===== config.mk =====
export PLATFORM = sky130hd
export DESIGN_NAME = dataflow_index_stream
export DESIGN_NICKNAME = d
export VERILOG_FILES = /design/src/rtl/dataflow_index_stream.sv
export SDC_FILE = /design/constraint.sdc
export NUM_CORES = 1
export LEC_CHECK = 0
export CAP_MARGIN = 5
export CORE_MARGIN = 1
export CORE_UTILIZATION = 50
export CTS_BUF_LIST = sky130_fd_sc_hd__clkbuf_8
export DETAILED_ROUTE_END_ITERATION = 6
export GPL_TIMING_DRIVEN = 0
export PLACE_DENSITY = 0.8
export SLEW_MARGIN = 0
export SYNTH_ARGS = -nofsm -noshare
export SYNTH_HDL_FRONTEND = slang
export SYNTH_SLANG_ARGS = --single-unit

===== constraint.sdc =====
create_clock -name clk -period 8.3 [get_ports clk]
set_input_delay 1.245 -clock clk [delete_from_list [all_inputs] [get_ports clk]]
set_output_delay 1.245 -clock clk [all_outputs]
set_load 0.005 [all_outputs]

===== src/rtl/dataflow_index_stream.sv =====
// dataflow_index_stream
//   Loop-index generator. Takes one (start, step, bound) config and emits the
//   signed sequence start, start+step, ... while index < bound, then a single
//   completion beat carrying the number of index beats emitted.
//
// Ports
//   clk, rst                 clock; asynchronous active-high reset
//   cfg_valid/cfg_ready      config handshake; start/step/bound sampled on fire
//   start_data               first index (signed)
//   step_data                increment (signed)
//   bound_data               exclusive upper bound (signed)
//   index_valid/index_ready  index stream handshake
//   index_data, index_last   current index, high on final beat of this config
//   done_valid/done_ready    completion handshake
//   done_data                trip count of the finished config
module dataflow_index_stream #(
  parameter int unsigned WIDTH = 64
) (
  input  logic             clk,
  input  logic             rst,
  input  logic             cfg_valid,
  output logic             cfg_ready,
  input  logic [WIDTH-1:0] start_data,
  input  logic [WIDTH-1:0] step_data,
  input  logic [WIDTH-1:0] bound_data,
  output logic             index_valid,
  input  logic             index_ready,
  output logic [WIDTH-1:0] index_data,
  output logic             index_last,
  output logic             done_valid,
  input  logic             done_ready,
  output logic [WIDTH-1:0] done_data
);

  typedef enum logic [1:0] {IDLE, RUN, DONE} state_t;

  state_t state, state_nxt;

  logic [WIDTH-1:0] idx;
  logic [WIDTH-1:0] step_r;
  logic [WIDTH-1:0] bound_r;
  logic [WIDTH-1:0] cnt;

  logic signed [WIDTH:0] nxt;
  logic                  nxt_ovf;
  logic                  nxt_reach;
  logic                  step_nonpos;
  logic                  last_cond;
  logic                  start_lt_bound;

  logic cfg_fire;
  logic index_fire;
  logic done_fire;

  // Next index is formed one bit wider so that signed overflow of the
  // WIDTH-bit range is visible as a disagreement of the top two bits.
  always_comb begin
    nxt         = $signed({idx[WIDTH-1], idx}) + $signed({step_r[WIDTH-1], step_r});
    nxt_ovf     = nxt[WIDTH] ^ nxt[WIDTH-1];
    nxt_reach   = nxt >= $signed({bound_r[WIDTH-1], bound_r});
    // A non-positive step could never reach the bound, so it ends after one beat.
    step_nonpos = step_r[WIDTH-1] | (step_r == '0);
    last_cond   = nxt_ovf | nxt_reach | step_nonpos;
  end

  assign start_lt_bound = $signed(start_data) < $signed(bound_data);

  // Outputs decode from registered state only; cfg_ready is also masked by
  // rst so nothing is offered while reset is held.
  assign cfg_ready   = (state == IDLE) & ~rst;
  assign index_valid = (state == RUN);
  assign index_last  = (state == RUN) & last_cond;
  assign index_data  = idx;
  assign done_valid  = (state == DONE);
  assign done_data   = cnt;

  assign cfg_fire   = cfg_valid & cfg_ready;
  assign index_fire = index_valid & index_ready;
  assign done_fire  = done_valid & done_ready;

  always_comb begin
    state_nxt = state;
    unique case (state)
      IDLE: if (cfg_fire) state_nxt = start_lt_bound ? RUN : DONE;
      RUN:  if (index_fire && last_cond) state_nxt = DONE;
      DONE: if (done_fire) state_nxt = IDLE;
      default: state_nxt = IDLE;
    endcase
  end

  always_ff @(posedge clk or posedge rst) begin
    if (rst) begin
      state <= IDLE;
    end else begin
      state <= state_nxt;
    end
  end

  always_ff @(posedge clk or posedge rst) begin
    if (rst) begin
      idx     <= '0;
      step_r  <= '0;
      bound_r <= '0;
      cnt     <= '0;
    end else begin
      if (cfg_fire) begin
        step_r  <= step_data;
        bound_r <= bound_data;
        cnt     <= '0;
        if (start_lt_bound) idx <= start_data;
      end
      if (index_fire) begin
        cnt <= cnt + 1'b1;
        if (!last_cond) idx <= nxt[WIDTH-1:0];
      end
    end
  end

endmodule


After elaboration in Yosys (flattened, before gate mapping)
Index checks and enable logic that the tools add are counted.

operators by class
  $add $sub $neg = 2
  $lt $le $gt $ge = 2
  equal/unequal tests = 5
  mux-type cells = 11
  bitwise operators = 10
  reduce and logical (&&, ||, !) cells = 5

operators with widths
  operator                                               count
  2-to-1 mux 64 bit                                      6
  adder 64 x 64 -> 65 bit                                1
  greater-or-equal comparator 65 x 64 -> 1 bit           1
  adder 64 x 1 -> 64 bit, second input constant          1
  logical NOT 64 bit                                     1
  less-than comparator 64 bit                            1
  2-to-1 mux 2 bit                                       4
  one-hot mux 2 bit (3 select lines)                     1
  bitwise AND 1 bit                                      5
  inequality test 2 x 1 -> 1 bit, second input constant  2
  OR 1 bit                                               3
  AND reduction 3 bit                                    1
  == test 2 x 1 -> 1 bit, second input constant          1
  == test 2 bit, second input constant                   1
  logical NOT 2 bit                                      1
  inequality test 2 bit, second input constant           1
  nonzero test 2 bit                                     1
  logical AND 1 bit                                      1
  inverter 1 bit                                         1
  bitwise XOR 1 bit                                      1

storage, ports and cells
  register bits after elaboration = 258
  output and inout port bits = 132
  word-level logic and storage cells = 40

Depth between registers and ports, before layout
Gate-level depths: netlist (run 1).

  depth in word-level cells = 7
  mapped depth = 24

Least setup slack after synthesis (run 1)
No wires, ideal clock.

  path type = register to output
  from = reg idx[11] (netlist: index_data[11])
  to = out index_last
  arrival time = 4.389 ns
  slack = 2.666 ns
  cell stages (with the launch flop) = 21
  cell sequence = dfrtp_1 > ha_1 > a21oi_1 > o21ai_1 > o2bb2ai_1 > a211oi_1 > o221ai_1 > a21o_1 > a211oi_2 > nor2_1 > o41a_1 > ha_1 > a21o_1 > a21o_1 > a21oi_1 > o22ai_1 > nor3_1 > nand3_1 > o21a_1 > a2111oi_4 > nor2_1

between the ends
  word-level cells in the longest chain between the ends = 5
  elaborated cells on any way between the ends = 6

ends and longest elaborated chain
  element                                                                            line    text
  start, declared                                                                    39      logic [WIDTH-1:0] idx;
  start signal, assigned                                                             110     if (start_lt_bound) idx <= start_data;
  start signal, assigned                                                             114     if (!last_cond) idx <= nxt[WIDTH-1:0];
  adder 64 x 64 -> 65 bit *                                                          58      nxt = $signed({idx[WIDTH-1], idx}) + $signed({step_r[WIDTH-1], step_r});
  greater-or-equal comparator 65 x 64 -> 1 bit or bitwise XOR 1 bit (tied branches)  60, 59
  OR 1 bit * (2 in a row)                                                            63      last_cond = nxt_ovf | nxt_reach | step_nonpos;
  bitwise AND 1 bit *                                                                72      assign index_last = (state == RUN) & last_cond;
  end, declared                                                                      29      output logic index_last,

Every way passes the cells marked *; elsewhere a longest branch is shown, timed or not.

Worst setup path after layout (run 1)
  from = reg idx[0] (netlist: index_data[0])
  to = out index_last

The elaborated chain is that of the path after synthesis.

==> results of run 1 <==
## metrics by stage
step	std cells	power [mW]	util, %
2_1_floorplan	2039	6.71	-
3_3_place_gp	2828	8.69	61.9
3_5_place_dp	2835	8.90	62.3
4_1_cts	2916	10.2	64.9
5_1_grt	2918	11.1	64.9
6_report	2918	10.3	64.9
## layout by cell type (no fill, tap or decap), types with 21 or more instances in the layout
cell	instances
o31ai_1	22
mux2_1	45
clkdlybuf4s50_1	328
xnor2_1	31
dfrtp_1	258
clkbuf_8	56
xor2_1	30
o211ai_1	26
mux2_2	21
a21o_1	79
inv_1	174
ha_1	193
o21ai_0	147
clkbuf_1	46
nor2_1	65
nand2_1	373
nand4_1	60
a21oi_1	98
nand3_1	61
mux2_4	58
## per-layer routing
layer	vias to the layer above	wire, um	global-route usage (%)
met3	112	4170	7.22
met5	-	52	0
met1	8237	26100	42.0
met2	630	27000	51.2
met4	8	2100	12.5
li1	8001	-	-
## cell usage after synthesis (22+ instances only)
cell type and instances:
a21o_1 79, a21oi_1 99, clkbuf_1 46, dfrtp_1 258
ha_1 193, inv_1 158, mux2_1 45, mux2_4 58
nand2_1 373, nand3_1 61, nand4_1 60, nor2_1 65
o211ai_1 26, o21ai_0 148, o31ai_1 22, xnor2_1 31
xor2_1 30
## power groups by stage
stage	Clock [mW]	Sequential, mW	Combinational [mW]
finish	1.18	2.17	6.95
global route	1.26	2.22	7.67
CTS	1.20	2.16	6.81
detailed placement	0	2.18	6.72
global placement	0	2.17	6.52
floorplan	0	2.01	4.70
## sequential cells by signal (all words and copies together), names as in the netlist
register and flops:
state 2, done_data 64, index_data 64, step_r 64, bound_r 64
## repair_timing
action | in CTS | in global routing
pin swaps | 1 | 1
gates resized for setup | 4 | 1
hold buffers | 0 | 0
buffers inserted | 0 | 2
endpoints found under the setup margin | 1 | 1
## cells by family after synthesis
logic type | count (synthesis) | share of synthesized area, %
AO/OA/AOI/OAI | 484 | 17.0
flip-flops | 258 | 35.2
XOR/XNOR | 61 | 2.92
buffers and inverters | 233 | 5.15
AND/OR/NAND/NOR | 667 | 16.6
multiplexers | 142 | 9.80
adder cells (fa/ha/maj) | 194 | 13.3
## worst max path at each step
stage	from	end	slack [ns]	cells after the start
3_3_place_gp	index_data[0]	index_last	0.29	20
4_1_cts	index_data[0]	index_last	0.14	20
2_1_floorplan	index_data[11]	index_last	2.67	20
6_report	index_data[0]	index_last	0.30	21
5_1_grt	index_data[0]	index_last	0.07	23
3_5_place_dp	index_data[0]	index_last	0.14	20
## layout make-up
type / count / area (um2) / area share, %
Buffer: 75 / 350 / 1.51
Clock buffer: 56 / 771 / 3.31
Clock inverter: 25 / 133 / 0.570
Inverter: 158 / 597 / 2.57
Multi-Input combinational cell: 1548 / 10900 / 47.0
Sequential cell: 258 / 6460 / 27.8
Tap cell: 461 / 577 / 2.48
Timing Repair Buffer: 337 / 3440 / 14.8
## worst register-to-register path, stage by stage, from the launching register on
cell and delay, ns:
dfrtp_1 0.47, ha_1 0.23, inv_1 0.06, fa_1 0.39, nand2b_1 0.18, a211oi_1 0.36, nor2_1 0.16, a21o_1 0.28
o41ai_2 0.48, xor2_1 0.36, ha_1 0.32, a21o_1 0.18, a21o_1 0.18, a21oi_2 0.29, o311ai_0 0.24, nor3_2 0.48
o21ai_1 0.28, nor3b_1 0.24, a2111oi_4 0.27, buf_4 0.19, buf_4 0.12, nand2_4 0.17, buf_6 0.25, mux2_4 0.31
==> flow_summary.html, run 1 <==
<table>
<tr><th>Metric</th><th>Value</th></tr>
<tr><th colspan="2">Power</th></tr>
<tr><td>Internal power contribution</td><td>5.32 mW</td></tr>
<tr><td>Sequential share of power</td><td>21.1%</td></tr>
<tr><td>Proportion of total power due to net switching</td><td>48.3%</td></tr>
<tr><td>Net Sw Power</td><td>4.98 mW</td></tr>
<tr><td>Combinational group share of total power</td><td>67.5%</td></tr>
<tr><td>Clock group share of total power</td><td>11.5%</td></tr>
<tr><td>Worst VDD drop</td><td>227 uV</td></tr>
<tr><td>Cell area power density</td><td>443 nW/um2</td></tr>
<tr><td>Leakage power</td><td>11.2 nW</td></tr>
<tr><th colspan="2">Detailed routing</th></tr>
<tr><td>Final wirelength</td><td>59.3 mm</td></tr>
<tr><td>Number of routed nets with antenna violations</td><td>0</td></tr>
<tr><td>Drt drc</td><td>20</td></tr>
<tr><td>Detailed-router iteration count before antenna repair</td><td>7</td></tr>
<tr><td>Via density per instance</td><td>5.82</td></tr>
<tr><td>Routed wire length per instance</td><td>20.3 um</td></tr>
<tr><td>Count of routing violations after the opening detailed-route iteration</td><td>1239</td></tr>
<tr><td>Number of vias in the routed layout</td><td>16988</td></tr>
<tr><th colspan="2">Place</th></tr>
<tr><td>Total of buffers placed on input and output ports</td><td>328</td></tr>
<tr><td>Pre-CTS setup slack</td><td>0.144 ns</td></tr>
<tr><td>Routability cong.</td><td>0.947</td></tr>
<tr><td>Estimated wirelength of the detail-placed design</td><td>47.1 mm</td></tr>
<tr><td>Placement Cell Area</td><td>22300 um2</td></tr>
<tr><th colspan="2">Setup path</th></tr>
<tr><td>Buffers and inverters on the worst path</td><td>3</td></tr>
<tr><td>Cell-by-cell trace of the critical path</td><td>ha_1 &gt; inv_1 &gt; fa_1 &gt; nand2b_1 &gt; a211oi_1 &gt; nor2_1 &gt; a21o_1 &gt; o41ai_2 &gt; xor2_1 &gt; ha_1 &gt; a21o_1 &gt; a21o_1 &gt; a21oi_2 &gt; o311ai_0 &gt; nor3_2 &gt; o21ai_1 &gt; nor3b_1 &gt; a2111oi_4 &gt; buf_4 &gt; nor2_1 &gt; clkdlybuf4s50_1</td></tr>
<tr><td>CP max stage delay</td><td>0.48 ns</td></tr>
<tr><td>Startpoint Class</td><td>flop</td></tr>
<tr><td>Slowest stage cell on the critical path</td><td>o41ai_2</td></tr>
<tr><td>R2R setup slack</td><td>1.68 ns</td></tr>
<tr><td>CP Max Fanout</td><td>4</td></tr>
<tr><td>Signal arrival time at the worst endpoint</td><td>6.75 ns</td></tr>
<tr><td>Worst reg2reg path endpoint</td><td>index_data[5]</td></tr>
<tr><td>Launch point of the worst reg-to-reg path</td><td>index_data[0]</td></tr>
<tr><td>CP Capture Type</td><td>primary output</td></tr>
<tr><td>CP Class</td><td>reg -&gt; out</td></tr>
<tr><td>Critical Path Most Common Cell</td><td>a21o_1</td></tr>
<tr><td>Path depth of the worst reg2reg path</td><td>23</td></tr>
<tr><td>Required time worst endpoint</td><td>7.05 ns</td></tr>
<tr><td>Top Family by Delay on Critical Path</td><td>compound AO/OA/AOI/OAI gates</td></tr>
<tr><th colspan="2">Logic synthesis</th></tr>
<tr><td>Total nets after synthesis</td><td>2430</td></tr>
<tr><td>Count of mapped cells out of synthesis</td><td>2039</td></tr>
<tr><td>Average instance area after synthesis</td><td>8.98 um2</td></tr>
<tr><td>Mapped Area</td><td>18300 um2</td></tr>
<tr><td>Area leader, netlist</td><td>dfrtp_1</td></tr>
<tr><td>Post-synthesis sequential element count</td><td>258</td></tr>
<tr><td>Area share of the largest cell type after synthesis</td><td>35.2%</td></tr>
<tr><td>Synth cell types</td><td>76</td></tr>
<tr><td>Number of flops mapped to enable cells by yosys</td><td>0</td></tr>
<tr><td>Seq/Total Area, Yosys</td><td>35.2%</td></tr>
<tr><td>Most used flip-flop cell after synthesis</td><td>dfrtp_1</td></tr>
<tr><td>Proportion of synthesized flip-flops having asynchronous set or reset</td><td>100%</td></tr>
<tr><td>Largest cells by area after synthesis</td><td>dfrtp_1, ha_1, nand2_1</td></tr>
<tr><td>Count of synthesis-stage warnings from yosys</td><td>0</td></tr>
<tr><th colspan="2">Floorplanning</th></tr>
<tr><td>Initial standard-cell utilization of the core</td><td>51.1%</td></tr>
<tr><td>IO Count</td><td>329</td></tr>
<tr><td>Count of standard-cell rows</td><td>69</td></tr>
<tr><td>Die Footprint</td><td>37400 um2</td></tr>
<tr><td>Placeable core area</td><td>35800 um2</td></tr>
<tr><td>Die Y-Extent</td><td>193 um</td></tr>
<tr><td>Chip Width</td><td>193 um</td></tr>
<tr><th colspan="2">Global routing</th></tr>
<tr><td>Largest net degree at the start of global routing</td><td>46</td></tr>
<tr><td>Number of antenna violations at the first check in global routing</td><td>4</td></tr>
<tr><td>Overall fraction of global-route tracks in use</td><td>32.0%</td></tr>
<tr><td>Aggregate global routing overflow</td><td>0</td></tr>
<tr><td>Wire length of the first global-routing pass</td><td>95.2 mm</td></tr>
<tr><td>Number of global-route vias before repair</td><td>17430</td></tr>
<tr><th colspan="2">Clocking</th></tr>
<tr><td>TritonCTS clock tree</td><td>built</td></tr>
<tr><td>Cts bufs inserted</td><td>47</td></tr>
<tr><td>CTS Root Buffer Type</td><td>clkbuf_8</td></tr>
<tr><td>Number of sinks handled by clock tree synthesis</td><td>258</td></tr>
<tr><td>Deepest clock path buffer count</td><td>3</td></tr>
<tr><td>Count of H-tree levels built during CTS</td><td>2</td></tr>
<tr><td>Clock-pin slew of the registers on the worst-case setup and hold paths</td><td>0.06 ns</td></tr>
<tr><td>Clock latency on the worst-skew pair</td><td>0.64 ns</td></tr>
<tr><th colspan="2">Min path</th></tr>
<tr><td>Worst hold path startpoint</td><td>bound_r[0]</td></tr>
<tr><td>Min-Delay Path Depth</td><td>2</td></tr>
<tr><td>Sink of the worst hold path</td><td>bound_r[0]</td></tr>
<tr><td>Class of the tightest hold or removal check</td><td>reg -&gt; reg</td></tr>
<tr><th colspan="2">Outcome</th></tr>
<tr><td>Failing checks</td><td>DRC</td></tr>
<tr><td>Result of the run</td><td>finished, violations left</td></tr>
<tr><th colspan="2">Timing</th></tr>
<tr><td>Slew Limit Fails</td><td>0</td></tr>
<tr><td>Final min period</td><td>8.00 ns</td></tr>
<tr><td>Clock tree skew after final layout</td><td>0.0367 ns</td></tr>
<tr><td>Worst slew margin relative to its limit</td><td>25.8%</td></tr>
<tr><td>Slew @ Worst Pin</td><td>1.11 ns</td></tr>
<tr><td>Aggregate negative setup slack</td><td>0 ns</td></tr>
<tr><td>Setup repair after global routing missed its margin</td><td>false</td></tr>
<tr><td>Count of final hold-check violations</td><td>0</td></tr>
<tr><td>Tcrit/Tclk final</td><td>96.3%</td></tr>
<tr><td>Post-layout worst setup margin</td><td>0.304 ns</td></tr>
<tr><td>Final setup vio count</td><td>0</td></tr>
<tr><td>Upper clock frequency limit</td><td>0.125 GHz</td></tr>
<tr><td>Worst-case hold slack</td><td>0.496 ns</td></tr>
<tr><th colspan="2">Finish</th></tr>
<tr><td>Non-Filler Cell Area, Final</td><td>23300 um2</td></tr>
<tr><td>Fraction of final layout cells with drive strength greater than 1</td><td>8.38%</td></tr>
<tr><td>Layout filler cell count</td><td>2871</td></tr>
<tr><td>Area Growth Syn to Fin</td><td>27.0%</td></tr>
<tr><td>Total inserted antenna cells</td><td>0</td></tr>
<tr><td>NumNets Final</td><td>2816</td></tr>
<tr><th colspan="2">Run</th></tr>
<tr><td>Max cap viols</td><td>0</td></tr>
</table>
No activity file was read; power rests on OpenSTA's default activity.
==> run 2, diff against run 1 <==
--- a/config.mk
+++ b/config.mk
@@ -12,6 +12,7 @@
 export DETAILED_ROUTE_END_ITERATION = 6
 export GPL_TIMING_DRIVEN = 0
 export PLACE_DENSITY = 0.8
+export REMOVE_ABC_BUFFERS = 1
 export SLEW_MARGIN = 0
 export SYNTH_ARGS = -nofsm -noshare
 export SYNTH_HDL_FRONTEND = slang
==> run 2 against run 1 <==
Against the previous run: the run still ends with DRC left; flip-flop and latch count did not move; sequential power barely moved; setup slack improved by 0.050 ns; cell area fell by 1.9%; first-iteration DRC count fell by 1.1%; utilization fell by 1.2 points; final cell count fell by 2.9%; routed wire length fell by 7.5%; clock power fell by 8%; fmax rose by 0.63%; via count fell by 2.9%; sequential share of layout area rose by 0.53 points; critical endpoint unchanged; largest cell class unchanged; highest routed layer unchanged.
==> flow_summary.html, run 2 (same netlist as run 1, synthesis figures left out) <==
<table>
<tr><th>Metric</th><th>Value</th></tr>
<tr><th colspan="2">Outcome</th></tr>
<tr><td>Result of the run</td><td>finished, violations left (unchanged)</td></tr>
<tr><td>Failing checks</td><td>DRC (unchanged)</td></tr>
<tr><th colspan="2">Place</th></tr>
<tr><td>Estimated wirelength of the detail-placed design</td><td>42.5 mm (was 47.1 mm)</td></tr>
<tr><td>Routability cong.</td><td>0.918 (was 0.947)</td></tr>
<tr><td>Cell total after placement</td><td>2759 (was 2835)</td></tr>
<tr><td>Total of buffers placed on input and output ports</td><td>328 (unchanged)</td></tr>
<tr><th colspan="2">Timing</th></tr>
<tr><td>Worst slew margin relative to its limit</td><td>9.81% (was 25.8%)</td></tr>
<tr><td>Final min period</td><td>7.95 ns (was 8.00 ns)</td></tr>
<tr><td>Aggregate negative setup slack</td><td>0 ns (unchanged)</td></tr>
<tr><td>Count of final hold-check violations</td><td>0 (unchanged)</td></tr>
<tr><td>Setup repair after global routing missed its margin</td><td>false (unchanged)</td></tr>
<tr><td>Slew @ Worst Pin</td><td>1.35 ns (was 1.11 ns)</td></tr>
<tr><td>Clock tree skew after final layout</td><td>0.0218 ns (was 0.0367 ns)</td></tr>
<tr><td>Final setup vio count</td><td>0 (unchanged)</td></tr>
<tr><td>Worst-case hold slack</td><td>0.482 ns (was 0.496 ns)</td></tr>
<tr><td>Upper clock frequency limit</td><td>0.126 GHz (was 0.125 GHz)</td></tr>
<tr><td>Tcrit/Tclk final</td><td>95.7% (was 96.3%)</td></tr>
<tr><td>Slew Limit Fails</td><td>0 (unchanged)</td></tr>
<tr><th colspan="2">Finish</th></tr>
<tr><td>Number of cells in the finished layout apart from fillers</td><td>2833 (was 2918)</td></tr>
<tr><td>Leading cell type in the layout, fill and taps excluded</td><td>nand2_1 (unchanged)</td></tr>
<tr><td>NumNets Final</td><td>2737 (was 2816)</td></tr>
<tr><td>Layout filler cell count</td><td>2880 (was 2871)</td></tr>
<tr><td>Highest-count cells in the layout ignoring fill and taps</td><td>nand2_1, clkdlybuf4s50_1, dfrtp_1, ha_1, inv_1 (unchanged)</td></tr>
<tr><td>Area Growth Syn to Fin</td><td>24.6% (was 27.0%)</td></tr>
<tr><td>Total inserted antenna cells</td><td>0 (unchanged)</td></tr>
<tr><td>Fraction of final layout cells with drive strength greater than 1</td><td>7.34% (was 8.38%)</td></tr>
<tr><th colspan="2">Min path</th></tr>
<tr><td>Class of the tightest hold or removal check</td><td>reg -&gt; reg (unchanged)</td></tr>
<tr><td>Min-Delay Path Depth</td><td>1 (was 2)</td></tr>
<tr><td>Worst hold path startpoint</td><td>done_data[63] (was bound_r[0])</td></tr>
<tr><td>Sink of the worst hold path</td><td>done_data[63] (was bound_r[0])</td></tr>
<tr><th colspan="2">Clocking</th></tr>
<tr><td>Count of H-tree levels built during CTS</td><td>2 (unchanged)</td></tr>
<tr><td>TritonCTS clock tree</td><td>built (unchanged)</td></tr>
<tr><td>Setup repair bufs after CTS</td><td>0 (unchanged)</td></tr>
<tr><td>Number of sinks handled by clock tree synthesis</td><td>258 (unchanged)</td></tr>
<tr><td>Cts bufs inserted</td><td>46 (was 47)</td></tr>
<tr><td>CTS Root Buffer Type</td><td>clkbuf_8 (unchanged)</td></tr>
<tr><td>Clock latency on the worst-skew pair</td><td>0.58 ns (was 0.64 ns)</td></tr>
<tr><td>Total of cells resized after clock tree synthesis</td><td>0 (was 4)</td></tr>
<tr><td>Clock-pin slew of the registers on the worst-case setup and hold paths</td><td>0.06 ns (about the same)</td></tr>
<tr><td>Total of hold buffers inserted after clock tree synthesis</td><td>0 (unchanged)</td></tr>
<tr><td>Deepest clock path buffer count</td><td>3 (unchanged)</td></tr>
<tr><th colspan="2">Setup path</th></tr>
<tr><td>Worst reg2reg path endpoint</td><td>index_data[40] (was index_data[5])</td></tr>
<tr><td>CP Capture Type</td><td>primary output (unchanged)</td></tr>
<tr><td>CP Max Fanout</td><td>4 (unchanged)</td></tr>
<tr><td>CP Class</td><td>reg -&gt; out (unchanged)</td></tr>
<tr><td>Required time worst endpoint</td><td>7.05 ns (about the same)</td></tr>
<tr><td>CP max stage delay</td><td>0.65 ns (was 0.48 ns)</td></tr>
<tr><td>Signal arrival time at the worst endpoint</td><td>6.70 ns (was 6.75 ns)</td></tr>
<tr><td>Path depth of the worst reg2reg path</td><td>20 (was 23)</td></tr>
<tr><td>Startpoint Class</td><td>flop (unchanged)</td></tr>
<tr><td>Launch point of the worst reg-to-reg path</td><td>step_r[0] (was index_data[0])</td></tr>
<tr><td>Critical Path Most Common Cell</td><td>a21o_1 (unchanged)</td></tr>
<tr><td>R2R setup slack</td><td>1.16 ns (was 1.68 ns)</td></tr>
<tr><td>Cell-by-cell trace of the critical path</td><td>ha_1 &gt; inv_1 &gt; fa_1 &gt; nand2b_1 &gt; a211oi_1 &gt; nor2_1 &gt; a21o_1 &gt; o41ai_1 &gt; xor2_1 &gt; ha_1 &gt; a21o_1 &gt; a21o_1 &gt; a21oi_1 &gt; o311ai_0 &gt; nor3_1 &gt; o21ai_0 &gt; nor3b_1 &gt; a2111oi_4 &gt; nor2_1 &gt; clkdlybuf4s50_1 (was ha_1 &gt; inv_1 &gt; fa_1 &gt; nand2b_1 &gt; a211oi_1 &gt; nor2_1 &gt; a21o_1 &gt; o41ai_2 &gt; xor2_1 &gt; ha_1 &gt; a21o_1 &gt; a21o_1 &gt; a21oi_2 &gt; o311ai_0 &gt; nor3_2 &gt; o21ai_1 &gt; nor3b_1 &gt; a2111oi_4 &gt; buf_4 &gt; nor2_1 &gt; clkdlybuf4s50_1)</td></tr>
<tr><td>Slowest stage cell on the critical path</td><td>o41ai_1 (was o41ai_2)</td></tr>
<tr><th colspan="2">Detailed routing</th></tr>
<tr><td>Routed wire length per instance</td><td>19.4 um (was 20.3 um)</td></tr>
<tr><td>Number of vias in the routed layout</td><td>16495 (was 16988)</td></tr>
<tr><td>Number of routed nets with antenna violations</td><td>0 (unchanged)</td></tr>
<tr><td>Final wirelength</td><td>54.9 mm (was 59.3 mm)</td></tr>
<tr><td>Count of routing violations after the opening detailed-route iteration</td><td>1225 (was 1239)</td></tr>
<tr><td>Via density per instance</td><td>5.82 (about the same)</td></tr>
<tr><td>Drt drc</td><td>21 (was 20)</td></tr>
<tr><td>Detailed-router iteration count before antenna repair</td><td>7 (unchanged)</td></tr>
<tr><th colspan="2">Global routing</th></tr>
<tr><td>Overall fraction of global-route tracks in use</td><td>29.2% (was 32.0%)</td></tr>
<tr><td>Number of antenna violations at the first check in global routing</td><td>2 (was 4)</td></tr>
<tr><td>Largest net degree at the start of global routing</td><td>114 (was 46)</td></tr>
<tr><td>Wire length of the first global-routing pass</td><td>88.4 mm (was 95.2 mm)</td></tr>
<tr><td>Number of global-route vias before repair</td><td>16499 (was 17430)</td></tr>
<tr><td>Aggregate global routing overflow</td><td>0 (unchanged)</td></tr>
<tr><th colspan="2">Power</th></tr>
<tr><td>Cell area power density</td><td>438 nW/um2 (was 443 nW/um2)</td></tr>
<tr><td>Leakage power</td><td>11.0 nW (was 11.2 nW)</td></tr>
<tr><td>Worst VDD drop</td><td>293 uV (was 227 uV)</td></tr>
<tr><th colspan="2">Floorplanning</th></tr>
<tr><td>Placeable core area</td><td>35800 um2 (unchanged)</td></tr>
<tr><td>Die Footprint</td><td>37400 um2 (unchanged)</td></tr>
<tr><td>Chip Width</td><td>193 um (unchanged)</td></tr>
<tr><td>IO Count</td><td>329 (unchanged)</td></tr>
<tr><td>Die Y-Extent</td><td>193 um (unchanged)</td></tr>
<tr><td>Count of standard-cell rows</td><td>69 (unchanged)</td></tr>
<tr><td>Initial standard-cell utilization of the core</td><td>51.1% (unchanged)</td></tr>
<tr><th colspan="2">Run</th></tr>
<tr><td>Max cap viols</td><td>0 (unchanged)</td></tr>
</table>
[run 2: where the power goes]
| group | switching, mW | internal [mW] |
|---|---|---|
| sequential | 0.426 | 1.73 |
| clock | 0.530 | 0.557 |
| combinational | 3.81 | 2.94 |
[run 2: worst max-delay path by stage]
stage                     endpoint       from  cells after the start
finish                  index_last  step_r[0]                     20
global placement    index_data[12]        rst                      6
floorplan           index_data[11]        rst                      5
global route            index_last  step_r[0]                     20
detailed placement      index_last  step_r[0]                     20
CTS                     index_last  step_r[0]                     20
[run 2: cell type report]
class | count | area, um2 | share of cell area (%)
clock buffer | 51 | 702 | 3.07
clock inverter | 23 | 104 | 0.455
inverter | 158 | 601 | 2.63
multi-input combinational | 1548 | 10900 | 47.9
sequential | 258 | 6460 | 28.3
tap | 461 | 577 | 2.53
timing repair buffer | 334 | 3450 | 15.1
[run 2: stage by stage]
stage / power, mW / worst slack [ns] / util, % / cell area, um2
after floorplan: 6.69 / -0.463 / - / 18000
after global placement: 8.60 / -4.76 / 60.9 / 21800
after detailed placement: 8.78 / 0.984 / 61.5 / 22000
after CTS: 9.94 / 0.369 / 63.7 / 22800
after global routing: 10.9 / 0.0536 / 63.7 / 22800
final: 9.99 / 0.354 / 63.7 / 22800
[run 2: per-layer routing]
layer / wire length [um] / vias to the layer above / track usage [%]
met5: 31 / - / 0
met2: 24700 / 637 / 46.6
li1: - / 7862 / -
met4: 1340 / 4 / 8.36
met3: 4310 / 104 / 6.10
met1: 24500 / 7888 / 39.9
[run 2: critical path, delay by kind of cell, from the launching register on]
kind	cells	cell delay [ns]
buffers and inverters	2	0.54
adders and majority gates	3	0.89
AOI/OAI and AO/OA	9	2.93
xor gates and xnor gates	1	0.30
DFF	1	0.40
and+or+nand+nor	5	1.07
==> run 3, diff against run 2 <==
--- a/config.mk
+++ b/config.mk
@@ -5,9 +5,10 @@
 export SDC_FILE = /design/constraint.sdc
 export NUM_CORES = 1
 export LEC_CHECK = 0
+export ABC_AREA = 1
 export CAP_MARGIN = 5
 export CORE_MARGIN = 1
-export CORE_UTILIZATION = 50
+export CORE_UTILIZATION = 51
 export CTS_BUF_LIST = sky130_fd_sc_hd__clkbuf_8
 export DETAILED_ROUTE_END_ITERATION = 6
 export GPL_TIMING_DRIVEN = 0
==> run 3 against run 2 <==
Against the previous run: the run now ends clean; sequential share of layout area decreased by 2.6 points; non-clock buffer count up 3; area after synthesis rose by 11%; worst hold slack improved by 0.0015 ns; final cell count rose by 37%.
==> flow_summary.html, run 3 <==
<table>
<tr><th>Metric</th><th>Value</th></tr>
<tr><th colspan="2">Setup path</th></tr>
<tr><td>Launch point of the worst reg-to-reg path</td><td>step_r[0] (unchanged)</td></tr>
<tr><td>Critical Path Most Common Cell</td><td>nand2_1 (was a21o_1)</td></tr>
<tr><td>Signal arrival time at the worst endpoint</td><td>6.31 ns (was 6.70 ns)</td></tr>
<tr><td>Slowest stage cell on the critical path</td><td>o21ai_0 (was o41ai_1)</td></tr>
<tr><td>CP Capture Type</td><td>primary output (unchanged)</td></tr>
<tr><td>CP Class</td><td>reg -&gt; out (unchanged)</td></tr>
<tr><td>CP max stage delay</td><td>0.68 ns (was 0.65 ns)</td></tr>
<tr><td>Startpoint Class</td><td>flop (unchanged)</td></tr>
<tr><td>Path depth of the worst reg2reg path</td><td>33 (was 20)</td></tr>
<tr><td>Worst reg2reg path endpoint</td><td>index_data[2] (was index_data[40])</td></tr>
<tr><td>CP Max Fanout</td><td>4 (unchanged)</td></tr>
<tr><td>Required time worst endpoint</td><td>7.05 ns (about the same)</td></tr>
<tr><td>R2R setup slack</td><td>1.14 ns (was 1.16 ns)</td></tr>
<tr><th colspan="2">Finish</th></tr>
<tr><td>Non-Filler Cell Area, Final</td><td>25100 um2 (was 22800 um2)</td></tr>
<tr><td>NumNets Final</td><td>3726 (was 2737)</td></tr>
<tr><td>Number of cells in the finished layout apart from fillers</td><td>3891 (was 2833)</td></tr>
<tr><td>Fraction of final layout cells with drive strength greater than 1</td><td>3.33% (was 7.34%)</td></tr>
<tr><td>Final standard cell utilization of the core</td><td>64.4% (was 63.7%)</td></tr>
<tr><td>Area Growth Syn to Fin</td><td>23.5% (was 24.6%)</td></tr>
<tr><td>Leading cell type in the layout, fill and taps excluded</td><td>nand2_1 (unchanged)</td></tr>
<tr><td>Layout filler cell count</td><td>3467 (was 2880)</td></tr>
<tr><td>Highest-count cells in the layout ignoring fill and taps</td><td>nand2_1, inv_1, clkdlybuf4s50_1, dfrtp_1, nor2_1 (was nand2_1, clkdlybuf4s50_1, dfrtp_1, ha_1, inv_1)</td></tr>
<tr><th colspan="2">Power</th></tr>
<tr><td>Sequential share of power</td><td>19.7% (was 21.6%)</td></tr>
<tr><td>Internal power contribution</td><td>5.10 mW (was 5.23 mW)</td></tr>
<tr><td>Leakage power</td><td>13.0 nW (was 11.0 nW)</td></tr>
<tr><td>Worst VDD drop</td><td>244 uV (was 293 uV)</td></tr>
<tr><td>Combinational group share of total power</td><td>68.9% (was 67.5%)</td></tr>
<tr><td>Cell area power density</td><td>432 nW/um2 (was 438 nW/um2)</td></tr>
<tr><td>Clock group share of total power</td><td>11.4% (was 10.9%)</td></tr>
<tr><td>Proportion of total power due to net switching</td><td>53.0% (was 47.7%)</td></tr>
<tr><td>Net Sw Power</td><td>5.76 mW (was 4.76 mW)</td></tr>
<tr><th colspan="2">Clocking</th></tr>
<tr><td>Setup repair bufs after CTS</td><td>0 (unchanged)</td></tr>
<tr><td>Clock latency on the worst-skew pair</td><td>0.64 ns (was 0.58 ns)</td></tr>
<tr><td>Cts bufs inserted</td><td>47 (was 46)</td></tr>
<tr><td>Clock-pin slew of the registers on the worst-case setup and hold paths</td><td>0.06 ns (about the same)</td></tr>
<tr><td>Total of cells resized after clock tree synthesis</td><td>0 (unchanged)</td></tr>
<tr><td>Deepest clock path buffer count</td><td>3 (unchanged)</td></tr>
<tr><td>TritonCTS clock tree</td><td>built (unchanged)</td></tr>
<tr><td>Number of sinks handled by clock tree synthesis</td><td>258 (unchanged)</td></tr>
<tr><td>Count of H-tree levels built during CTS</td><td>2 (unchanged)</td></tr>
<tr><td>CTS Root Buffer Type</td><td>clkbuf_8 (unchanged)</td></tr>
<tr><td>Total of hold buffers inserted after clock tree synthesis</td><td>0 (unchanged)</td></tr>
<tr><th colspan="2">Timing</th></tr>
<tr><td>Upper clock frequency limit</td><td>0.132 GHz (was 0.126 GHz)</td></tr>
<tr><td>Worst-case hold slack</td><td>0.483 ns (was 0.482 ns)</td></tr>
<tr><td>Slew Limit Fails</td><td>0 (unchanged)</td></tr>
<tr><td>Count of final hold-check violations</td><td>0 (unchanged)</td></tr>
<tr><td>Tcrit/Tclk final</td><td>91.0% (was 95.7%)</td></tr>
<tr><td>Clock tree skew after final layout</td><td>0.0335 ns (was 0.0218 ns)</td></tr>
<tr><td>Final min period</td><td>7.55 ns (was 7.95 ns)</td></tr>
<tr><td>Final setup vio count</td><td>0 (unchanged)</td></tr>
<tr><td>Slew @ Worst Pin</td><td>1.01 ns (was 1.35 ns)</td></tr>
<tr><td>Setup repair after global routing missed its margin</td><td>false (unchanged)</td></tr>
<tr><td>Aggregate negative setup slack</td><td>0 ns (unchanged)</td></tr>
<tr><td>Worst slew margin relative to its limit</td><td>32.8% (was 9.81%)</td></tr>
<tr><th colspan="2">Global routing</th></tr>
<tr><td>Number of antenna violations at the first check in global routing</td><td>9 (was 2)</td></tr>
<tr><td>Overall fraction of global-route tracks in use</td><td>33.3% (was 29.2%)</td></tr>
<tr><td>Aggregate global routing overflow</td><td>0 (unchanged)</td></tr>
<tr><td>Number of global-route vias before repair</td><td>20832 (was 16499)</td></tr>
<tr><td>Wire length of the first global-routing pass</td><td>108 mm (was 88.4 mm)</td></tr>
<tr><td>Largest net degree at the start of global routing</td><td>114 (unchanged)</td></tr>
<tr><th colspan="2">Floorplanning</th></tr>
<tr><td>IO Count</td><td>329 (unchanged)</td></tr>
<tr><td>Placeable core area</td><td>39000 um2 (was 35800 um2)</td></tr>
<tr><td>Chip Width</td><td>202 um (was 193 um)</td></tr>
<tr><td>Die Footprint</td><td>40700 um2 (was 37400 um2)</td></tr>
<tr><td>Die Y-Extent</td><td>202 um (was 193 um)</td></tr>
<tr><td>Initial standard-cell utilization of the core</td><td>52.2% (was 51.1%)</td></tr>
<tr><td>Count of standard-cell rows</td><td>72 (was 69)</td></tr>
<tr><th colspan="2">Outcome</th></tr>
<tr><td>Result of the run</td><td>completed (was finished, violations left)</td></tr>
<tr><th colspan="2">Run</th></tr>
<tr><td>Max cap viols</td><td>0 (unchanged)</td></tr>
<tr><th colspan="2">Logic synthesis</th></tr>
<tr><td>Largest cells by area after synthesis</td><td>dfrtp_1, nand2_1, ha_1 (was dfrtp_1, ha_1, nand2_1)</td></tr>
<tr><td>Mapped Area</td><td>20300 um2 (was 18300 um2)</td></tr>
<tr><td>Area leader, netlist</td><td>dfrtp_1 (unchanged)</td></tr>
<tr><td>Synth cell types</td><td>51 (was 76)</td></tr>
<tr><td>Count of synthesis-stage warnings from yosys</td><td>0 (unchanged)</td></tr>
<tr><td>Average instance area after synthesis</td><td>6.73 um2 (was 8.98 um2)</td></tr>
<tr><td>Most used flip-flop cell after synthesis</td><td>dfrtp_1 (unchanged)</td></tr>
<tr><td>Count of mapped cells out of synthesis</td><td>3024 (was 2039)</td></tr>
<tr><td>Seq/Total Area, Yosys</td><td>31.7% (was 35.2%)</td></tr>
<tr><td>Area share of the largest cell type after synthesis</td><td>31.7% (was 35.2%)</td></tr>
<tr><td>Post-synthesis sequential element count</td><td>258 (unchanged)</td></tr>
<tr><td>Proportion of synthesized flip-flops having asynchronous set or reset</td><td>100% (unchanged)</td></tr>
<tr><td>Synth top cells by count</td><td>nand2_1, inv_1, dfrtp_1 (was nand2_1, dfrtp_1, ha_1)</td></tr>
<tr><td>Number of flops mapped to enable cells by yosys</td><td>0 (unchanged)</td></tr>
<tr><td>Cell with the most instances after synthesis</td><td>nand2_1 (unchanged)</td></tr>
<tr><th colspan="2">Place</th></tr>
<tr><td>Total of buffers placed on input and output ports</td><td>328 (unchanged)</td></tr>
<tr><td>Placement Cell Area</td><td>24200 um2 (was 22000 um2)</td></tr>
<tr><td>Estimated wirelength of the detail-placed design</td><td>53.6 mm (was 42.5 mm)</td></tr>
<tr><td>Cell total after placement</td><td>3804 (was 2759)</td></tr>
<tr><td>Routability cong.</td><td>0.975 (was 0.918)</td></tr>
<tr><th colspan="2">Detailed routing</th></tr>
<tr><td>Number of vias in the routed layout</td><td>21252 (was 16495)</td></tr>
<tr><td>Final wirelength</td><td>67.8 mm (was 54.9 mm)</td></tr>
<tr><td>Count of routing violations after the opening detailed-route iteration</td><td>1571 (was 1225)</td></tr>
<tr><td>Routed wire length per instance</td><td>17.4 um (was 19.4 um)</td></tr>
<tr><td>Drt drc</td><td>0 (was 21)</td></tr>
<tr><td>Via density per instance</td><td>5.46 (was 5.82)</td></tr>
<tr><td>Detailed-router iteration count before antenna repair</td><td>5 (was 7)</td></tr>
<tr><td>Number of routed nets with antenna violations</td><td>0 (unchanged)</td></tr>
<tr><th colspan="2">Min path</th></tr>
<tr><td>Sink of the worst hold path</td><td>bound_r[54] (was done_data[63])</td></tr>
<tr><td>Worst hold path startpoint</td><td>bound_r[54] (was done_data[63])</td></tr>
<tr><td>Class of the tightest hold or removal check</td><td>reg -&gt; reg (unchanged)</td></tr>
<tr><td>Min-Delay Path Depth</td><td>2 (was 1)</td></tr>
</table>
run 3: worst max-delay path, delay by kind of cell (launching register included):
family | cells | cell delay (ns)
AND/OR/NAND/NOR | 18 | 2.54
AO/OA/AOI/OAI | 3 | 0.99
adder cells (fa/ha/maj) | 3 | 0.92
flip-flops | 1 | 0.40
buffers and inverters | 4 | 0.82
run 3: worst max-delay path by stage:
stage,end,slack (ns),depth (start not counted),startpoint
floorplan,index_data[26],-1.41,7,rst
global route,index_last,0.49,28,step_r[0]
CTS,index_last,0.87,28,step_r[0]
global placement,index_data[30],-8.09,8,rst
finish,index_last,0.75,28,step_r[0]
detailed placement,index_data[5],1.39,33,step_r[0]
run 3: power groups by stage:
stage	Combinational (mW)	Sequential, mW	Clock (mW)
after detailed placement	7.33	2.14	0
after global placement	7.10	2.14	0
after floorplan	5.05	2.01	0
after CTS	7.40	2.13	1.26
after global routing	8.44	2.19	1.32
final	7.48	2.14	1.24
run 3: layout make-up:
cell class                 count  area (um2)  share of cell area, %
timing repair buffer         337        3510                   14.0
inverter                     514        1940                   7.72
clock inverter                23         160                  0.637
tap                          518         648                   2.58
multi-input combinational   2177       11600                   46.3
antenna                        8        20.0                 0.0797
sequential                   258        6460                   25.7
clock buffer                  56         771                   3.07
run 3: cells by family after synthesis:
family          synth area share [%]
simple gates                    30.9
compound gates                  11.0
fa+ha+maj                       12.0
flops                           31.7
xor+xnor                        2.67
mux                            0.547
buf+inv                         11.2
run 3: metal layers:
layer | vias up | routed length, um | global-route usage (%)
li1 | 10299 | - | -
met1 | 9985 | 29400 | 44.3
met3 | 130 | 4770 | 5.28
met2 | 838 | 31400 | 54.4
met4 | 0 | 2170 | 12.6
met5 | - | 0 | 0
run 3: metrics by stage:
stage | total power [mW] | setup WS [ns]
3_3_place_gp | 9.24 | -8.09
4_1_cts | 10.8 | 0.867
3_5_place_dp | 9.47 | 1.39
5_1_grt | 11.9 | 0.486
2_1_floorplan | 7.05 | -1.41
6_report | 10.9 | 0.746
